$ cat src/rtl/clock_disp_pkg.sv
// Shared constants for the clock display scanner: digit count, digit indices
// and active-high seven-segment patterns (bit0 = a ... bit6 = g).
package clock_disp_pkg;

  localparam int NUM_DIGITS = 6;

  localparam logic [2:0] IDX_LS_SEC = 3'd0;
  localparam logic [2:0] IDX_MS_SEC = 3'd1;
  localparam logic [2:0] IDX_LS_MIN = 3'd2;
  localparam logic [2:0] IDX_MS_MIN = 3'd3;
  localparam logic [2:0] IDX_LS_HR  = 3'd4;
  localparam logic [2:0] IDX_MS_HR  = 3'd5;

  localparam logic [6:0] SEG_0    = 7'h3F;
  localparam logic [6:0] SEG_1    = 7'h06;
  localparam logic [6:0] SEG_2    = 7'h5B;
  localparam logic [6:0] SEG_3    = 7'h4F;
  localparam logic [6:0] SEG_4    = 7'h66;
  localparam logic [6:0] SEG_5    = 7'h6D;
  localparam logic [6:0] SEG_6    = 7'h7D;
  localparam logic [6:0] SEG_7    = 7'h07;
  localparam logic [6:0] SEG_8    = 7'h7F;
  localparam logic [6:0] SEG_9    = 7'h6F;
  localparam logic [6:0] SEG_DASH = 7'h40;
  localparam logic [6:0] SEG_OFF  = 7'h00;

  // Any non-BCD code decodes to a dash; used to force invalid hours.
  localparam logic [3:0] BCD_DASH = 4'hF;

endpackage

$ cat src/rtl/clock_disp_scan_bcd_to_7seg.sv
// Combinational BCD to active-high seven-segment decoder; codes above 9
// show a dash.
module bcd_to_7seg
  import clock_disp_pkg::*;
(
  input  logic [3:0] i_bcd,
  output logic [6:0] o_seg
);

  always_comb begin
    o_seg = SEG_DASH;
    case (i_bcd)
      4'd0: o_seg = SEG_0;
      4'd1: o_seg = SEG_1;
      4'd2: o_seg = SEG_2;
      4'd3: o_seg = SEG_3;
      4'd4: o_seg = SEG_4;
      4'd5: o_seg = SEG_5;
      4'd6: o_seg = SEG_6;
      4'd7: o_seg = SEG_7;
      4'd8: o_seg = SEG_8;
      4'd9: o_seg = SEG_9;
      default: o_seg = SEG_DASH;
    endcase
  end

endmodule

$ cat src/rtl/clock_disp_scan.sv
// Six-digit multiplexed seven-segment scanner with per-frame snapshot, ghost
// gap and blinking colon. Define CLOCK_DISP_12H_EN for 12-hour display with pm.
module clock_disp_scan
  import clock_disp_pkg::*;
#(
  parameter int REFRESH_DIV = 1000,
  parameter int GHOST_GAP   = 2,
  parameter int BLINK_DIV   = 50_000_000,
  parameter int ACTIVE_LOW  = 1
) (
  input  logic       clk,
  input  logic       rst,
  input  logic [3:0] ms_hr,
  input  logic [3:0] ls_hr,
  input  logic [3:0] ms_min,
  input  logic [3:0] ls_min,
  input  logic [3:0] ms_sec,
  input  logic [3:0] ls_sec,
  output logic [6:0] seg,
  output logic       dp,
  output logic [5:0] an,
  output logic       pm,
  output logic       frame_start
);

  localparam int   CNT_W = (REFRESH_DIV > 2) ? $clog2(REFRESH_DIV) : 1;
  localparam int   BLK_W = (BLINK_DIV > 2) ? $clog2(BLINK_DIV) : 1;
  localparam logic POL   = (ACTIVE_LOW != 0);

  logic [CNT_W-1:0] r_cnt;
  logic [2:0]       r_idx;
  logic [BLK_W-1:0] r_blink;
  logic             r_colon;
  logic [3:0]       r_sh_dig [NUM_DIGITS];
  logic             r_sh_blank;
  logic             r_sh_pm;
  logic [6:0]       r_seg;
  logic             r_dp;
  logic [5:0]       r_an;
  logic             r_pm;
  logic             r_frame_start;

  logic [7:0] w_hour;
  logic       w_hr_bad;
  logic [3:0] w_hr_tens;
  logic [3:0] w_hr_ones;
  logic       w_hr_pm;
  logic       w_hr_blank;
`ifdef CLOCK_DISP_12H_EN
  logic [7:0] w_h12;
`endif

  // Hour conversion runs on the live inputs and is captured with the snapshot.
  always_comb begin
    w_hour     = 8'(ms_hr) * 8'd10 + 8'(ls_hr);
    w_hr_bad   = (ms_hr > 4'd9) || (ls_hr > 4'd9) || (w_hour > 8'd23);
`ifdef CLOCK_DISP_12H_EN
    if (w_hour == 8'd0)
      w_h12 = 8'd12;
    else if (w_hour > 8'd12)
      w_h12 = w_hour - 8'd12;
    else
      w_h12 = w_hour;
    w_hr_pm    = (w_hour >= 8'd12);
    w_hr_tens  = (w_h12 >= 8'd10) ? 4'd1 : 4'd0;
    w_hr_ones  = (w_h12 >= 8'd10) ? 4'(w_h12 - 8'd10) : 4'(w_h12);
    w_hr_blank = (w_h12 < 8'd10);
`else
    w_hr_pm    = 1'b0;
    w_hr_tens  = ms_hr;
    w_hr_ones  = ls_hr;
    w_hr_blank = 1'b0;
`endif
    if (w_hr_bad) begin
      w_hr_tens  = BCD_DASH;
      w_hr_ones  = BCD_DASH;
      w_hr_pm    = 1'b0;
      w_hr_blank = 1'b0;
    end
  end

  logic       w_snap;
  logic       w_gap;
  logic [3:0] w_digit;
  logic [6:0] w_dec;
  logic [6:0] w_seg_act;
  logic [5:0] w_an_act;
  logic       w_dp_act;

  assign w_snap = (r_cnt == '0) && (r_idx == 3'd0);
  assign w_gap  = (r_cnt < CNT_W'(GHOST_GAP));

  always_comb begin
    w_digit = BCD_DASH;
    case (r_idx)
      3'd0: w_digit = r_sh_dig[0];
      3'd1: w_digit = r_sh_dig[1];
      3'd2: w_digit = r_sh_dig[2];
      3'd3: w_digit = r_sh_dig[3];
      3'd4: w_digit = r_sh_dig[4];
      3'd5: w_digit = r_sh_dig[5];
      default: w_digit = BCD_DASH;
    endcase
  end

  bcd_to_7seg u_dec (
    .i_bcd (w_digit),
    .o_seg (w_dec)
  );

  always_comb begin
    w_an_act  = 6'b000000;
    w_seg_act = SEG_OFF;
    w_dp_act  = 1'b0;
    if (!w_gap) begin
      w_an_act  = 6'b000001 << r_idx;
      w_seg_act = (r_idx == IDX_MS_HR && r_sh_blank) ? SEG_OFF : w_dec;
      w_dp_act  = r_colon && (r_idx == IDX_LS_HR || r_idx == IDX_LS_MIN);
    end
  end

  always_ff @(posedge clk) begin
    if (rst) begin
      r_cnt         <= '0;
      r_idx         <= 3'd0;
      r_blink       <= '0;
      r_colon       <= 1'b0;
      for (int i = 0; i < NUM_DIGITS; i++) r_sh_dig[i] <= 4'd0;
      r_sh_blank    <= 1'b0;
      r_sh_pm       <= 1'b0;
      r_seg         <= {7{POL}};
      r_dp          <= POL;
      r_an          <= {6{POL}};
      r_pm          <= 1'b0;
      r_frame_start <= 1'b0;
    end else begin
      if (r_cnt == CNT_W'(REFRESH_DIV - 1)) begin
        r_cnt <= '0;
        r_idx <= (r_idx == 3'd5) ? 3'd0 : r_idx + 3'd1;
      end else begin
        r_cnt <= r_cnt + CNT_W'(1);
      end

      // Colon timebase is free-running and independent of the scan.
      if (r_blink == BLK_W'(BLINK_DIV - 1)) begin
        r_blink <= '0;
        r_colon <= ~r_colon;
      end else begin
        r_blink <= r_blink + BLK_W'(1);
      end

      r_frame_start <= w_snap;
      if (w_snap) begin
        r_sh_dig[0] <= ls_sec;
        r_sh_dig[1] <= ms_sec;
        r_sh_dig[2] <= ls_min;
        r_sh_dig[3] <= ms_min;
        r_sh_dig[4] <= w_hr_ones;
        r_sh_dig[5] <= w_hr_tens;
        r_sh_blank  <= w_hr_blank;
        r_sh_pm     <= w_hr_pm;
      end

      r_an  <= {6{POL}} ^ w_an_act;
      r_seg <= {7{POL}} ^ w_seg_act;
      r_dp  <= POL ^ w_dp_act;
      r_pm  <= r_sh_pm;
    end
  end

  assign seg         = r_seg;
  assign dp          = r_dp;
  assign an          = r_an;
  assign pm          = r_pm;
  assign frame_start = r_frame_start;

endmodule

$ cat config.mk
export PLATFORM = sky130hd
export DESIGN_NAME = clock_disp_scan
export DESIGN_NICKNAME = d
export VERILOG_FILES = /design/src/rtl/clock_disp_pkg.sv /design/src/rtl/clock_disp_scan_bcd_to_7seg.sv /design/src/rtl/clock_disp_scan.sv
export SDC_FILE = /design/constraint.sdc
export NUM_CORES = 1
export LEC_CHECK = 0
export BUFFER_PORTS_ARGS = -buffer_cell sky130_fd_sc_hd__buf_4
export CAP_MARGIN = 10
export CORE_ASPECT_RATIO = 0.6
export CORE_MARGIN = 5
export CORE_UTILIZATION = 25
export CTS_CLUSTER_SIZE = 28
export DETAILED_ROUTE_END_ITERATION = 10
export GPL_TIMING_DRIVEN = 1
export PLACE_DENSITY = 0.45
export SLEW_MARGIN = 20
export SYNTH_ARGS = -nofsm -noshare
export SYNTH_HDL_FRONTEND = slang
export SYNTH_SLANG_ARGS = --single-unit
$ cat constraint.sdc
create_clock -name clk -period 8.3 [get_ports clk]
set_clock_uncertainty 0.15 [all_clocks]
set_input_delay 1.66 -clock clk [delete_from_list [all_inputs] [get_ports clk]]
set_output_delay 1.66 -clock clk [all_outputs]
set_load 0.02 [all_outputs]
Word level (Yosys, flattened, before mapping)
Memory sizes are Yosys's and may differ from the RTL's.
Cells that the tools add are included.
{ "op_classes": {"add_sub_neg": 4, "n_mul": 1, "order_cmp": 4, "eq_ne": 7, "shifts": 1, "n_mux": 18, "bitwise_logic": 10, "reduce_logical": 9} }
{ "op_table": {"columns": ["op", "n"], "rows": [
  ["two-way mux 4 bit", 8],
  ["adder 26 x 1 -> 26 bit, second input constant", 1],
  ["== test 26 bit, second input constant", 1],
  ["one-hot mux 4 bit (6 select lines)", 1],
  ["adder 10 x 1 -> 10 bit, second input constant", 1],
  ["== test 10 bit, second input constant", 1],
  ["zero test 10 bit", 1],
  ["less-than comparator 10 x 2 -> 1 bit, second input constant", 1],
  ["adder 8 x 4 -> 8 bit", 1],
  ["greater-than comparator 4 bit, second input constant", 2],
  ["greater-than comparator 8 x 5 -> 1 bit, second input constant", 1],
  ["multiplier 4 x 3 -> 7 bit, second input constant", 1],
  ["two-way mux 7 bit", 1],
  ["inverter 7 bit", 1],
  ["== test 3 x 2 -> 1 bit, second input constant", 2],
  ["== test 3 bit, second input constant", 2],
  ["two-way mux 1 bit", 6],
  ["two-way mux 6 bit", 1],
  ["inverter 6 bit", 1],
  ["bitwise OR 1 bit", 6],
  ["left shift 1 x 3 -> 6 bit, first input constant", 1],
  ["OR reduction 2 bit", 2],
  ["adder 3 x 1 -> 3 bit, second input constant", 1],
  ["== test 3 x 1 -> 1 bit, second input constant", 1],
  ["5 further kinds", 9]
]} }
{ "totals": {"reg_bits": 55, "ram_bits": 24, "rom_bits": 112, "input_bits": 26, "output_inout_bits": 16, "elab_cells": 64, "n_memories": 2} }
{ "mem_list": {"columns": ["memory", "depth", "width", "read_ports", "rd_ports_with_merged_regs", "wr", "line", "rtl"], "rows": [
  ["(no name shown)", 16, 7, 1, 0, 0, "clock_disp_scan_bcd_to_7seg.sv:12", "case (i_bcd)"],
  ["r_sh_dig", 6, 4, 6, 0, 6, "clock_disp_scan.sv:34", "logic [3:0] r_sh_dig [NUM_DIGITS];"]
]} }

Logic depth before layout (Yosys ltp)
{ "depth": {"word_depth": 6, "ltp_mapped": 11, "mapped_depth_nobuf": 10} }

By module
A second synthesis with hierarchy kept.
{ "unflattened": {"cells_unflattened": 399, "area_unflattened_um2": 3857.4} }
{ "modules_own_cells": {"columns": ["module", "n_inst", "cells_per_inst", "area_per_inst_um2", "seq_area_each_um2"], "rows": [
  ["clock_disp_scan", 1, 370, 3632.2, 1821.7],
  ["bcd_to_7seg", 1, 29, 225.2, 0.0]
]} }

Worst setup path after synthesis
Ideal clock, no wire load.
{ "synth_timing": {"path_type": "input-to-reg", "start": "input ms_hr[1]", "end": "memory r_sh_dig[4][3] (data pin)", "setup_ps": 279, "arrival_ps": 3639, "required_ps": 7871, "path_slack_ps": 4232, "cell_stages": 7, "n_path_buf": 0, "path_cell_list": "ha_1 ha_1 fa_1 nand2_1 or4_1 o22ai_2 a41oi_1"} }
{ "synth_lines": {"columns": ["element", "line", "rtl"], "rows": [
  ["from (decl)", "clock_disp_scan.sv:13", "input logic [3:0] ms_hr,"],
  ["to (decl)", "clock_disp_scan.sv:34", null]
]} }

==> metrics.md <==
| Metric | Value |
|---|---|
| Global-route wire length before repair | `14.48 mm` |
| Share of the synthesized area in compound gates (AO/OA/AOI/OAI) | `a little over 9%` |
| Fraction of the yosys area taken by sequential cells | `between 40 and 50%` |
| Cell count after synthesis | `a little under 400` |
| RSZ-0062 raised after global routing | `false` |
| I/O Buffers | `40` |
| Post-Route WL | `8.823 mm` |
| Net count reported at finish | `about 470` |
| Clk Tree Root Cell | `sky130_fd_sc_hd__clkbuf_16` |
| Cells on Worst Hold Path | `1` |
| Number of top-level pins | `42` |
| Clock period minus final worst setup slack | `4.058 ns` |
| Number of cells on the worst reg-to-reg path | `10` |
| Power dissipated by switching net loads | `0.2390 mW` |
| Placed wire-length estimate | `6.634 mm` |
| Cell leakage power | `around 1.7 nW` |
| Area grow syn2layout | `19.75%` |
| Critical path arrival | `just under 4 ns` |
| Max-slew violation count | `0` |
| Detail-routed via count per cell | `4.403` |
| Main combinational cell family by area after synthesis | `simple AND/OR/NAND/NOR gates` |
| Initial Utilization | `between 20% and 30%` |
| Overflow after GRT | `0` |
| Category of the worst setup path capture point | `register` |
| Ordered cell list for the critical path | `buf_4 > ha_1 > ha_1 > fa_1 > nand2_1 > or4_1 > o22ai_2 > a41oi_1` |
| Vias in the first global route | `approximately 2800` |
| Share of cells above drive strength 1 | `18.20%` |
| Dominant register cell in the synthesized netlist | `sky130_fd_sc_hd__dfxtp_1` |
| Post-CTS Setup Inserts | `0` |
| Class of the tightest hold or removal check | `reg -> reg` |
| Share of power burned in combinational logic | `10.9%` |
| Post-CTS resize count | `0` |
| Number of DRC violations after detailed-routing iteration 0 | `139` |
| Mux share of post-synthesis cell area | `2.969%` |
| Antenna diode count | `0` |
| Synth unique cells | `59` |
| Post-route cell area | `~4600 um^2` |
| Critical-path maximum fanout | `8` |
| Clock tree from TritonCTS | `yes` |
| Critical path's most frequent cell | `sky130_fd_sc_hd__ha_1` |
| Cell with the biggest individual delay on the critical path | `sky130_fd_sc_hd__fa_1` |
| Clock tree sinks | `79` |
| Count of state elements after synthesis | `79` |
| Final count of negative-setup-slack endpoints | `0` |
| Fill cell count | `1574` |
| Fmax achieved | `roughly 250 MHz` |
| Via Count | `around 2800` |
| Capture point of the worst reg-to-reg path | `seg[0]` |
| Crit Path Class | `in -> reg` |
| Sequential share of power | `between 40% and 50%` |
| Std-Cell Rows | `35` |
| Result of the run | `finished, final reports clean` |
| Power consumption | `around 0.98 mW` |
| Number of maximum-capacitance constraint violations | `0` |
| Total negative setup slack | `0 ns` |
| Required time of the critical path | `a little over 8 ns` |
| Number of antenna violations at the first check in global routing | `0` |
| Pin count of the biggest net entering global routing | `25` |
| Peak supply drop | `0.09686 mV` |
| Clock transition at the registers of the reported paths | `0.07 ns` |
| Post-Synthesis Net Count | `about 440` |
| Gpl congestion | `a little under 0.8` |
| Yosys warns | `0` |
| Pint | `between 0.7 and 0.8 mW` |
| PD cells | `roughly 210 nW/um^2` |
| Area of the die | `between 15000 and 20000 um^2` |
| EDFF count, synth | `24` |
| Number of antenna-violating nets in the routed design | `0` |
| Vertical extent of the die | `between 100 and 150 um` |
| Share of the synthesized netlist area taken by xor and xnor gates | `between 7 and 8%` |
| Insertion delay of the later-clocked pin in the worst-skew pair | `approximately 0.34 ns` |
| Number of H-tree branching levels | `3` |
| Placed cell areas | `~4300 um^2` |
| Synth async-reset ratio | `0%` |
| Horizontal extent of the die | `roughly 170 um` |
| Total CTS buffers | `9` |
| Remaining design rule violation count | `0` |
| Register-to-register setup slack | `4.90 ns` |
| Adder and majority cell fraction of the synthesized area | `6.196%` |
| Fin Hold WS | `around 0.31 ns` |
| Worst Tran Pin Value | `between 0.8 and 0.9 ns` |
| Worst max-slew margin expressed relative to the limit | `about two fifths` |
| Total global routing track utilization | `10.21%` |
| Hold worst-path end | `dp` |
| Peak per-stage delay on the critical path | `roughly 0.56 ns` |
| Switching power share of the total | `roughly a quarter` |
| Detailed Routing Iterations Pass 1 | `4` |
| Post-synthesis instance area | `between 3000 and 4000 um^2` |
| Area share of and/or/nand/nor cells after synthesis | `between 20% and 30%` |
| Final Hold Fails | `0` |
| Start point of the worst min-delay path | `r_colon` |
| Number of buffers between clock root and the deepest sink | `2` |
| Floorplan Core Area | `around 15000 um^2` |
| Tcrit/Tclk final | `48.89%` |
| Crit start category | `primary input` |
| Clock share of power | `between 40% and 50%` |
| Routed WL per cell | `~14 um` |
| Startpoint of the worst register-to-register path | `r_idx[0]` |
| # hold bufs at CTS | `0` |
| Post-Syn Area per Cell | `9.816 um^2` |
==> critical path, delay by kind of cell <==
family / cells / cell delay, ns
compound gates: 2 / 0.51
fa+ha+maj: 3 / 1.08
buf+inv: 1 / 0.13
simple gates: 2 / 0.58
==> worst max-delay path by stage <==
stage	slack (ns)	from	cells past startpoint	endpoint
5_1_grt	4.18	ms_hr[1]	8	r_sh_dig[5][3]
4_1_cts	4.26	ms_hr[1]	8	r_sh_dig[4][3]
3_5_place_dp	3.90	ms_hr[1]	8	r_sh_dig[4][3]
6_report	4.24	ms_hr[1]	8	r_sh_dig[4][3]
2_1_floorplan	4.23	ms_hr[1]	7	r_sh_dig[4][3]
3_3_place_gp	3.97	ms_hr[1]	8	r_sh_dig[4][3]
==> logic make-up (layout without fill, tap and decap cells) <==
| logic type | after synthesis | count (layout) |
|---|---|---|
| other | 1 | 1 |
| flip-flops | 79 | 79 |
| XOR/XNOR | 35 | 35 |
| adder cells (fa/ha/maj) | 18 | 18 |
| buffers and inverters | 38 | 77 |
| multiplexers | 10 | 10 |
| AO/OA/AOI/OAI | 48 | 48 |
| AND/OR/NAND/NOR | 166 | 166 |
==> power groups by stage <==
stage	registers (mW)	logic, mW	clock network, mW
6_report	0.435	0.106	0.433
5_1_grt	0.438	0.119	0.465
4_1_cts	0.436	0.107	0.447
3_5_place_dp	0.444	0.106	0
3_3_place_gp	0.444	0.104	0
2_1_floorplan	0.444	0.0677	0
==> cells in the mapped netlist, types with 4 or more instances <==
library cell	number	area [um^2]
sky130_fd_sc_hd__and2_1	17	106.4
sky130_fd_sc_hd__a31oi_1	8	50.05
sky130_fd_sc_hd__nor2_1	61	229.0
sky130_fd_sc_hd__edfxtp_1	24	720.7
sky130_fd_sc_hd__nor3_1	4	20.02
sky130_fd_sc_hd__dfxtp_1	55	1101
sky130_fd_sc_hd__xnor2_1	24	210.2
sky130_fd_sc_hd__clkbuf_1	4	15.01
sky130_fd_sc_hd__a22oi_1	4	30.03
sky130_fd_sc_hd__o21ai_0	6	30.03
sky130_fd_sc_hd__nand3_1	17	85.08
sky130_fd_sc_hd__inv_1	19	71.32
sky130_fd_sc_hd__ha_1	16	200.2
sky130_fd_sc_hd__nand2b_1	4	25.02
sky130_fd_sc_hd__or2_2	4	25.02
sky130_fd_sc_hd__nand4_1	6	37.54
sky130_fd_sc_hd__a21oi_1	8	40.04
sky130_fd_sc_hd__nor4_1	11	68.82
sky130_fd_sc_hd__mux2_2	4	45.04
sky130_fd_sc_hd__buf_6	5	56.30
sky130_fd_sc_hd__mux2i_1	4	40.04
sky130_fd_sc_hd__xor2_1	11	96.34
sky130_fd_sc_hd__nand2_1	22	82.58
==> registers in the layout (all words and copies together), names as in the netlist <==
register / count
dp: 1
r_sh_dig: 24
frame_start: 1
an: 6
r_idx: 3
seg: 7
r_blink: 26
r_cnt: 10
r_colon: 1
==> routing by layer <==
layer / wire length (um) / global-route usage, % / up-vias
li1: - / - / 1445
met1: 4897 / 15.51 / 1282
met2: 3308 / 13.22 / 72
met3: 548 / 3.828 / 6
met4: 69 / 2.735 / 0
met5: 0 / 0 / -
==> metrics by stage <==
stage | cells | setup slack, ns | utilization (%)
after global routing | 637 | 4.181 | 30.38
after global placement | 621 | 3.969 | 28.22
after detailed placement | 621 | 3.899 | 28.22
after CTS | 637 | 4.261 | 30.36
final | 637 | 4.242 | 30.38
after floorplan | 395 | 4.232 | -
==> layout make-up <==
class / count / area [um^2] / share of cell area (%)
repair buffers: 40 / 300.3 / 6.467
well taps: 203 / 254.0 / 5.470
clock buffers: 9 / 225.2 / 4.850
inverters: 21 / 78.83 / 1.698
multi-input cells: 278 / 1861 / 40.07
clock inverters: 7 / 102.6 / 2.210
flip-flops and latches: 79 / 1822 / 39.23
==> placed cells by master (no fill, tap or decap), types with 9 or more instances in the layout <==
cell and count:
sky130_fd_sc_hd__nor2_1 61, sky130_fd_sc_hd__xnor2_1 24, sky130_fd_sc_hd__xor2_1 11, sky130_fd_sc_hd__dfxtp_1 55, sky130_fd_sc_hd__and2_1 17, sky130_fd_sc_hd__nor4_1 11
sky130_fd_sc_hd__nand2_1 22, sky130_fd_sc_hd__ha_1 16, sky130_fd_sc_hd__edfxtp_1 24, sky130_fd_sc_hd__clkbuf_16 9, sky130_fd_sc_hd__buf_4 40, sky130_fd_sc_hd__inv_1 19
sky130_fd_sc_hd__nand3_1 17
No activity file was read; power rests on OpenSTA's default activity.
